File: config.mk
export PLATFORM = sky130hd
export DESIGN_NAME = line_fill_wb_ctrl
export DESIGN_NICKNAME = d
export VERILOG_FILES = /design/src/rtl/line_fill_wb_ctrl.sv
export SDC_FILE = /design/constraint.sdc
export NUM_CORES = 1
export LEC_CHECK = 0
export ABC_AREA = 1
export BUFFER_PORTS_ARGS = -buffer_cell sky130_fd_sc_hd__clkbuf_2
export CAP_MARGIN = 30
export CORE_MARGIN = 3
export CORE_UTILIZATION = 58
export CTS_BUF_LIST = sky130_fd_sc_hd__clkbuf_8 sky130_fd_sc_hd__clkbuf_16
export DETAILED_ROUTE_END_ITERATION = 6
export PLACE_DENSITY = 0.86
export SETUP_SLACK_MARGIN = 0.1
export SYNTH_ARGS = -nofsm -noshare
export SYNTH_HDL_FRONTEND = slang
export SYNTH_SLANG_ARGS = --single-unit
File: constraint.sdc
create_clock -name i_clk -period 3.2 [get_ports i_clk]
set_input_delay 0.48 -clock i_clk [delete_from_list [all_inputs] [get_ports i_clk]]
set_output_delay 0.48 -clock i_clk [all_outputs]
set_load 0.01 [all_outputs]
File: src/rtl/line_fill_wb_ctrl.sv
// ----------------------------------------------------------------------------
// line_fill_wb_ctrl
//
// Miss engine that sits between a 4-way set-associative cache and a banked
// main memory. One line request is taken per handshake. A request may write
// back a victim line, refill a line, or do both (writeback first). Every line
// transfer is split into one 32-bit beat per memory bank. Refill beats are
// reassembled into a full line and handed back to the cache as a one-cycle
// response pulse.
//
// Line word mapping: bank k holds line bits [BLOCK_SIZE-1-k*BANK_WORD_SIZE -: BANK_WORD_SIZE].
//   bank 0 = [127:96], bank 1 = [95:64], bank 2 = [63:32], bank 3 = [31:0].
//
// Handshake: a request transfers on the rising edge where both i_req_valid and
// o_req_ready are high. o_req_ready is high only in IDLE. All request fields
// are captured on that edge, so the cache may change them afterwards. Requests
// presented while busy are not queued. The response (o_resp_valid) is a single
// cycle pulse with no backpressure; o_resp_data is only meaningful during it.
//
// Ports
//   i_clk            clock, rising edge
//   i_rst_n          asynchronous reset, active low
//   i_req_valid      request present
//   o_req_ready      engine idle and able to accept
//   i_req_wb         request includes writeback of the victim line
//   i_req_fill       request includes refill of a line
//   i_req_wb_addr    victim line address {tag,index}
//   i_req_wb_data    victim line data
//   i_req_fill_addr  refill line address {tag,index}
//   o_resp_valid     one-cycle completion pulse
//   o_resp_data      refilled line (0 for writeback-only / no-op requests)
//   o_busy           high in every state except IDLE
//   o_mem_en         memory beat strobe
//   o_mem_we         1 = write beat, 0 = read beat
//   o_mem_bank       bank select, equal to the beat index
//   o_mem_addr       bank word address
//   o_mem_wdata      write beat data
//   i_mem_rdata      read data, valid exactly one cycle after a read beat
//   o_dbg_state      current FSM state (IDLE=0, WB=1, RD=2, RD_WAIT=3, RESP=4)
// ----------------------------------------------------------------------------
module line_fill_wb_ctrl #(
    parameter int NO_OF_BANKS     = 4,
    parameter int BANK_SEL_BITS   = 2,
    parameter int BANK_ADDR_WIDTH = 8,
    parameter int BANK_WORD_SIZE  = 32,
    parameter int BLOCK_SIZE      = 128
) (
    input  logic                       i_clk,
    input  logic                       i_rst_n,
    input  logic                       i_req_valid,
    output logic                       o_req_ready,
    input  logic                       i_req_wb,
    input  logic                       i_req_fill,
    input  logic [BANK_ADDR_WIDTH-1:0] i_req_wb_addr,
    input  logic [BLOCK_SIZE-1:0]      i_req_wb_data,
    input  logic [BANK_ADDR_WIDTH-1:0] i_req_fill_addr,
    output logic                       o_resp_valid,
    output logic [BLOCK_SIZE-1:0]      o_resp_data,
    output logic                       o_busy,
    output logic                       o_mem_en,
    output logic                       o_mem_we,
    output logic [BANK_SEL_BITS-1:0]   o_mem_bank,
    output logic [BANK_ADDR_WIDTH-1:0] o_mem_addr,
    output logic [BANK_WORD_SIZE-1:0]  o_mem_wdata,
    input  logic [BANK_WORD_SIZE-1:0]  i_mem_rdata,
    output logic [2:0]                 o_dbg_state
);

    typedef enum logic [2:0] {
        ST_IDLE    = 3'd0,
        ST_WB      = 3'd1,
        ST_RD      = 3'd2,
        ST_RD_WAIT = 3'd3,
        ST_RESP    = 3'd4
    } state_t;

    localparam logic [BANK_SEL_BITS-1:0] LAST_BEAT = BANK_SEL_BITS'(NO_OF_BANKS - 1);

    // ------------------------------------------------------------------
    // Registers
    // ------------------------------------------------------------------
    state_t                       r_state;
    state_t                       w_next_state;
    logic [BANK_SEL_BITS-1:0]     r_beat;
    logic                         r_fill_pend;
    logic [BANK_ADDR_WIDTH-1:0]   r_wb_addr;
    logic [BANK_ADDR_WIDTH-1:0]   r_fill_addr;
    logic [BLOCK_SIZE-1:0]        r_wb_data;
    logic [BLOCK_SIZE-1:0]        r_line;

    logic                         w_accept;
    logic                         w_last_beat;
    logic                         w_cap_en;
    logic [BANK_SEL_BITS-1:0]     w_cap_idx;
    logic [BANK_WORD_SIZE-1:0]    w_victim_word;

    assign w_accept    = (r_state == ST_IDLE) && i_req_valid;
    assign w_last_beat = (r_beat == LAST_BEAT);

    // Read data lags the read beat by one cycle, so during RD beat b the
    // returning word belongs to beat b-1; the final word arrives in RD_WAIT.
    assign w_cap_en  = ((r_state == ST_RD) && (r_beat != '0)) || (r_state == ST_RD_WAIT);
    assign w_cap_idx = (r_state == ST_RD_WAIT) ? LAST_BEAT : (r_beat - 1'b1);

    // Victim word for the current writeback beat.
    always_comb begin
        w_victim_word = '0;
        for (int k = 0; k < NO_OF_BANKS; k++) begin
            if (r_beat == BANK_SEL_BITS'(k)) begin
                w_victim_word = r_wb_data[BLOCK_SIZE-1-k*BANK_WORD_SIZE -: BANK_WORD_SIZE];
            end
        end
    end

    // ------------------------------------------------------------------
    // FSM process 1: state register
    // ------------------------------------------------------------------
    always_ff @(posedge i_clk or negedge i_rst_n) begin
        if (!i_rst_n) begin
            r_state <= ST_IDLE;
        end else begin
            r_state <= w_next_state;
        end
    end

    // ------------------------------------------------------------------
    // FSM process 2: next-state logic
    // ------------------------------------------------------------------
    always_comb begin
        w_next_state = r_state;
        case (r_state)
            ST_IDLE: begin
                if (i_req_valid) begin
                    if (i_req_wb) begin
                        w_next_state = ST_WB;
                    end else if (i_req_fill) begin
                        w_next_state = ST_RD;
                    end else begin
                        // Neither writeback nor fill: acknowledge immediately.
                        w_next_state = ST_RESP;
                    end
                end
            end
            ST_WB: begin
                if (w_last_beat) begin
                    w_next_state = r_fill_pend ? ST_RD : ST_RESP;
                end
            end
            ST_RD: begin
                if (w_last_beat) begin
                    w_next_state = ST_RD_WAIT;
                end
            end
            ST_RD_WAIT: w_next_state = ST_RESP;
            ST_RESP:    w_next_state = ST_IDLE;
            default:    w_next_state = ST_IDLE;
        endcase
    end

    // ------------------------------------------------------------------
    // FSM process 3: outputs (Moore, decoded from state and beat counter)
    // ------------------------------------------------------------------
    always_comb begin
        o_req_ready  = 1'b0;
        o_busy       = 1'b1;
        o_resp_valid = 1'b0;
        o_resp_data  = '0;
        o_mem_en     = 1'b0;
        o_mem_we     = 1'b0;
        o_mem_bank   = '0;
        o_mem_addr   = '0;
        o_mem_wdata  = '0;
        case (r_state)
            ST_IDLE: begin
                o_req_ready = 1'b1;
                o_busy      = 1'b0;
            end
            ST_WB: begin
                o_mem_en    = 1'b1;
                o_mem_we    = 1'b1;
                o_mem_bank  = r_beat;
                o_mem_addr  = r_wb_addr;
                o_mem_wdata = w_victim_word;
            end
            ST_RD: begin
                o_mem_en   = 1'b1;
                o_mem_bank = r_beat;
                o_mem_addr = r_fill_addr;
            end
            ST_RD_WAIT: begin
                // Waiting for the last read word; memory bus stays quiet.
            end
            ST_RESP: begin
                o_resp_valid = 1'b1;
                o_resp_data  = r_line;
            end
            default: begin
                o_req_ready = 1'b0;
            end
        endcase
    end

    assign o_dbg_state = r_state;

    // ------------------------------------------------------------------
    // Datapath: request capture, beat counter, line assembly
    // ------------------------------------------------------------------
    always_ff @(posedge i_clk or negedge i_rst_n) begin
        if (!i_rst_n) begin
            r_beat      <= '0;
            r_fill_pend <= 1'b0;
            r_wb_addr   <= '0;
            r_fill_addr <= '0;
            r_wb_data   <= '0;
            r_line      <= '0;
        end else begin
            if (w_accept) begin
                r_fill_pend <= i_req_fill;
                r_wb_addr   <= i_req_wb_addr;
                r_fill_addr <= i_req_fill_addr;
                r_wb_data   <= i_req_wb_data;
                // Cleared so writeback-only and no-op responses return zero.
                r_line      <= '0;
            end

            // The counter runs only during beat phases; it naturally wraps
            // from the last beat back to 0 at each phase change.
            if ((r_state == ST_WB) || (r_state == ST_RD)) begin
                r_beat <= r_beat + 1'b1;
            end else begin
                r_beat <= '0;
            end

            if (w_cap_en) begin
                for (int k = 0; k < NO_OF_BANKS; k++) begin
                    if (w_cap_idx == BANK_SEL_BITS'(k)) begin
                        r_line[BLOCK_SIZE-1-k*BANK_WORD_SIZE -: BANK_WORD_SIZE] <= i_mem_rdata;
                    end
                end
            end
        end
    end

endmodule

==> impl_metrics.env <==
export IMPL_port_buffers=358
export IMPL_root_buffer="clkbuf_16"
export IMPL_grt_usage_pct=31.2
export IMPL_p_per_area_nw_per_um2=894
export IMPL_yosysWarnings=0
export IMPL_crit_path_start_kind="flop"
export IMPL_synth_compound_area_share_pct=6.93
export IMPL_arrival_ns=2.51
export IMPL_drc=0
export IMPL_drive_gt1_share_pct=20.0
export IMPL_initial_core_util_pct=60.0
export IMPL_synth_cell_area_um2=13800
export IMPL_nFillCells=1808
export IMPL_gr_total_overflow=0
export IMPL_cts_sinks=278
export IMPL_wl_um=41200
export IMPL_synth_top_family_by_area="simple AND/OR/NAND/NOR gates"
export IMPL_viasPerCell=5.24
export IMPL_final_nets=2414
export IMPL_crit_path_top_delay_cell="nand3_1"
export IMPL_crit_chain="inv_1, nand3_1, nand2_1, inv_1, nor2_1, clkbuf_2"
export IMPL_hp_class="in -> reg"
export IMPL_cts_tree="built"
export IMPL_yosys_area_share_simple_pct=30.1
export IMPL_die_w_um=160
export IMPL_max_stage_delay_ns=0.46
export IMPL_synth_area_leaders="dfrtp_1, nand2_1, inv_1"
export IMPL_ant_nets=0
export IMPL_area_growth_pct=19.8
export IMPL_synth_top_area_share_pct=50.3
export IMPL_hold_ws_ns=0.134
export IMPL_drv_cap=0
export IMPL_seq_area_frac_synth_pct=50.3
export IMPL_cpMostUsedCell="inv_1"
export IMPL_gp_congestion=0.911
export IMPL_die_h_um=160
export IMPL_synth_nets=2112
export IMPL_synth_cells=1927
export IMPL_p_leak_uw=0.00964
export IMPL_synth_top_cells_by_count="nand2_1, inv_1, dfrtp_1"
export IMPL_path_buf_inv=3
export IMPL_grt_pass1_vias=13107
export IMPL_vdd_drop_max_mv=0.819
export IMPL_rsz0062_at_grt="false"
export IMPL_outcome="completed"
export IMPL_yosysMostFrequentCell="nand2_1"
export IMPL_numCtsBuffers=29
export IMPL_dieArea_um2=25800
export IMPL_synth_ff_type="dfrtp_1"
export IMPL_clock_skew_ns=0.0122
export IMPL_period_share_pct=93.5
export IMPL_synth_seq_cells=278
export IMPL_clk_pin_slew_ns=0.06
export IMPL_setup_viol=0
export IMPL_insertion_delay_ns=0.54
export IMPL_crit_path_max_fanout=11
export IMPL_drt_iter0_markers=1463
export IMPL_drtPass1Iterations=7
export IMPL_synth_adder_area_share_pct=0.362
export IMPL_cts_buffer_depth=3
export IMPL_yosysUniqueCellTypes=26
export IMPL_antenna_found_initial=3
export IMPL_pre_cts_ws_ns=0.710
export IMPL_synth_edf_count=0
export IMPL_core_rowCount=55
export IMPL_fin_crit_ns=2.99
export IMPL_grt_max_degree=226
export IMPL_slew_violations=0
export IMPL_muxShareOfSynthArea_pct=0
export IMPL_fmax_mhz=334
export IMPL_critPathTopFamily="simple AND/OR/NAND/NOR gates"
export IMPL_critical_path_class="reg -> out"
export IMPL_timing_max_slew_rel_slack_pct=34.3
export IMPL_grt_pass1_wl_um=66100
export IMPL_syn_avg_cell_area_um2=7.18
export IMPL_end_kind="output pin"
export IMPL_yosys_area_top_type="dfrtp_1"
export IMPL_io_pins=359
export IMPL_required_ns=2.72
export IMPL_finalHoldViolations=0
export IMPL_finalWorstSetupSlack_ns=0.207
export IMPL_synthXorXnorAreaFrac_pct=0
export IMPL_dpl_hpwl_um=27500
export IMPL_wl_per_cell_um=16.1
export IMPL_worst_slew_pin_slew_ns=0.985
export IMPL_fp_coreArea_um2=23100
export IMPL_cts_setup_buffers=0
export IMPL_async_flop_share_pct=100
export IMPL_vias=13396
export IMPL_cts_htree_levels=1
export IMPL_setup_tns_ns=0
metrics by stage:
| stage | util [%] | total power (uW) | instance area, um2 | std cells |
|---|---|---|---|---|
| after detailed placement | 68.1 | 11600 | 15700 | 2510 |
| after global routing | 71.9 | 15900 | 16600 | 2557 |
| after CTS | 71.8 | 14700 | 16600 | 2555 |
| after global placement | 68.1 | 11300 | 15700 | 2510 |
| after floorplan | - | 9760 | 13800 | 1927 |
| final | 71.9 | 14800 | 16600 | 2557 |
layer usage:
| metal | GRT usage (%) | up-vias | part of all wire [%] |
|---|---|---|---|
| li1 | - | 6331 | - |
| met1 | 41.0 | 6171 | 39 |
| met2 | 51.4 | 777 | 47 |
| met3 | 5.47 | 115 | 10 |
| met4 | 13.5 | 2 | 4.0 |
| met5 | 0 | - | 0.032 |
sequential cells by signal (all words and copies together), names as in the netlist:
signal,count
r_wb_data,128
r_fill_addr,8
r_fill_pend,1
r_beat,2
r_wb_addr,8
r_line,128
o_dbg_state,3
kinds of logic (layout without fill, tap and decap cells):
group                    Yosys count  count (layout)
adder cells (fa/ha/maj)            4               4
other                              0               2
flip-flops                       278             278
AND/OR/NAND/NOR                 1053            1053
AO/OA/AOI/OAI                    189             189
buffers and inverters            403             718
cell usage in the layout, fill, tap and decap left out, drive strengths merged:
master,n
nor3,2
clkinvlp,2
a21oi,66
nand4,4
bufinv,1
nand2,806
o22ai,8
dfrtp,278
nor2,141
inv,290
clkbuf,390
nand3,100
ha,4
buf,28
clkinv,6
o21ai,115
diode,2
dlygate4sd3,1
worst register-to-register path, stage by stage (launching register included):
cell	delay (ns)
dfrtp_1	0.42
inv_2	0.16
nand2_2	0.15
nor2_4	0.15
inv_2	0.08
nand2_2	0.19
buf_4	0.36
nand2_2	0.45
nand2_1	0.20
nand2_1	0.07
report_power, final:
part | switching [uW] | internal [uW] | leakage (uW)
Sequential | 774 | 4990 | 0.00362
Clock | 1350 | 1790 | 0.000445
Combinational | 4080 | 1840 | 0.00558
Total | 6210 | 8610 | 0.00964
area by class of cell:
class                           instances  area [um2]  share of cell area [%]
Multi-Input combinational cell       1246        5190                    31.3
Clock buffer                           33         781                    4.71
Clock inverter                         11        75.1                   0.453
Timing Repair Buffer                  386        2080                    12.6
Sequential cell                       278        6960                    42.0
Inverter                              288        1090                    6.58
Antenna cell                            2        5.00                  0.0302
Tap cell                              313         392                    2.36
repair_timing:
action | in CTS | in global routing
resized for setup | 0 | 9
hold buffers | 1 | 0
hold endpoints to repair | 78 | 0
setup endpoints to repair | 0 | 32
worst paths after layout:
kind	start	endpoint	slack [ns]	depth (start not counted)
min in group asynchronous	i_rst_n	r_fill_addr[1]	0.49	2
max in group asynchronous	i_rst_n	r_wb_data[81]	1.73	3
setup reg to reg	o_dbg_state[2]	r_line[24]	0.85	9
hold reg to reg	r_wb_data[28]	r_wb_data[28]	0.48	2
setup / recovery	o_dbg_state[0]	o_mem_bank[1]	0.21	6
hold / removal	i_req_wb_data[80]	r_wb_data[80]	0.13	3
Note: power is estimated with default switching activity, not from simulation.
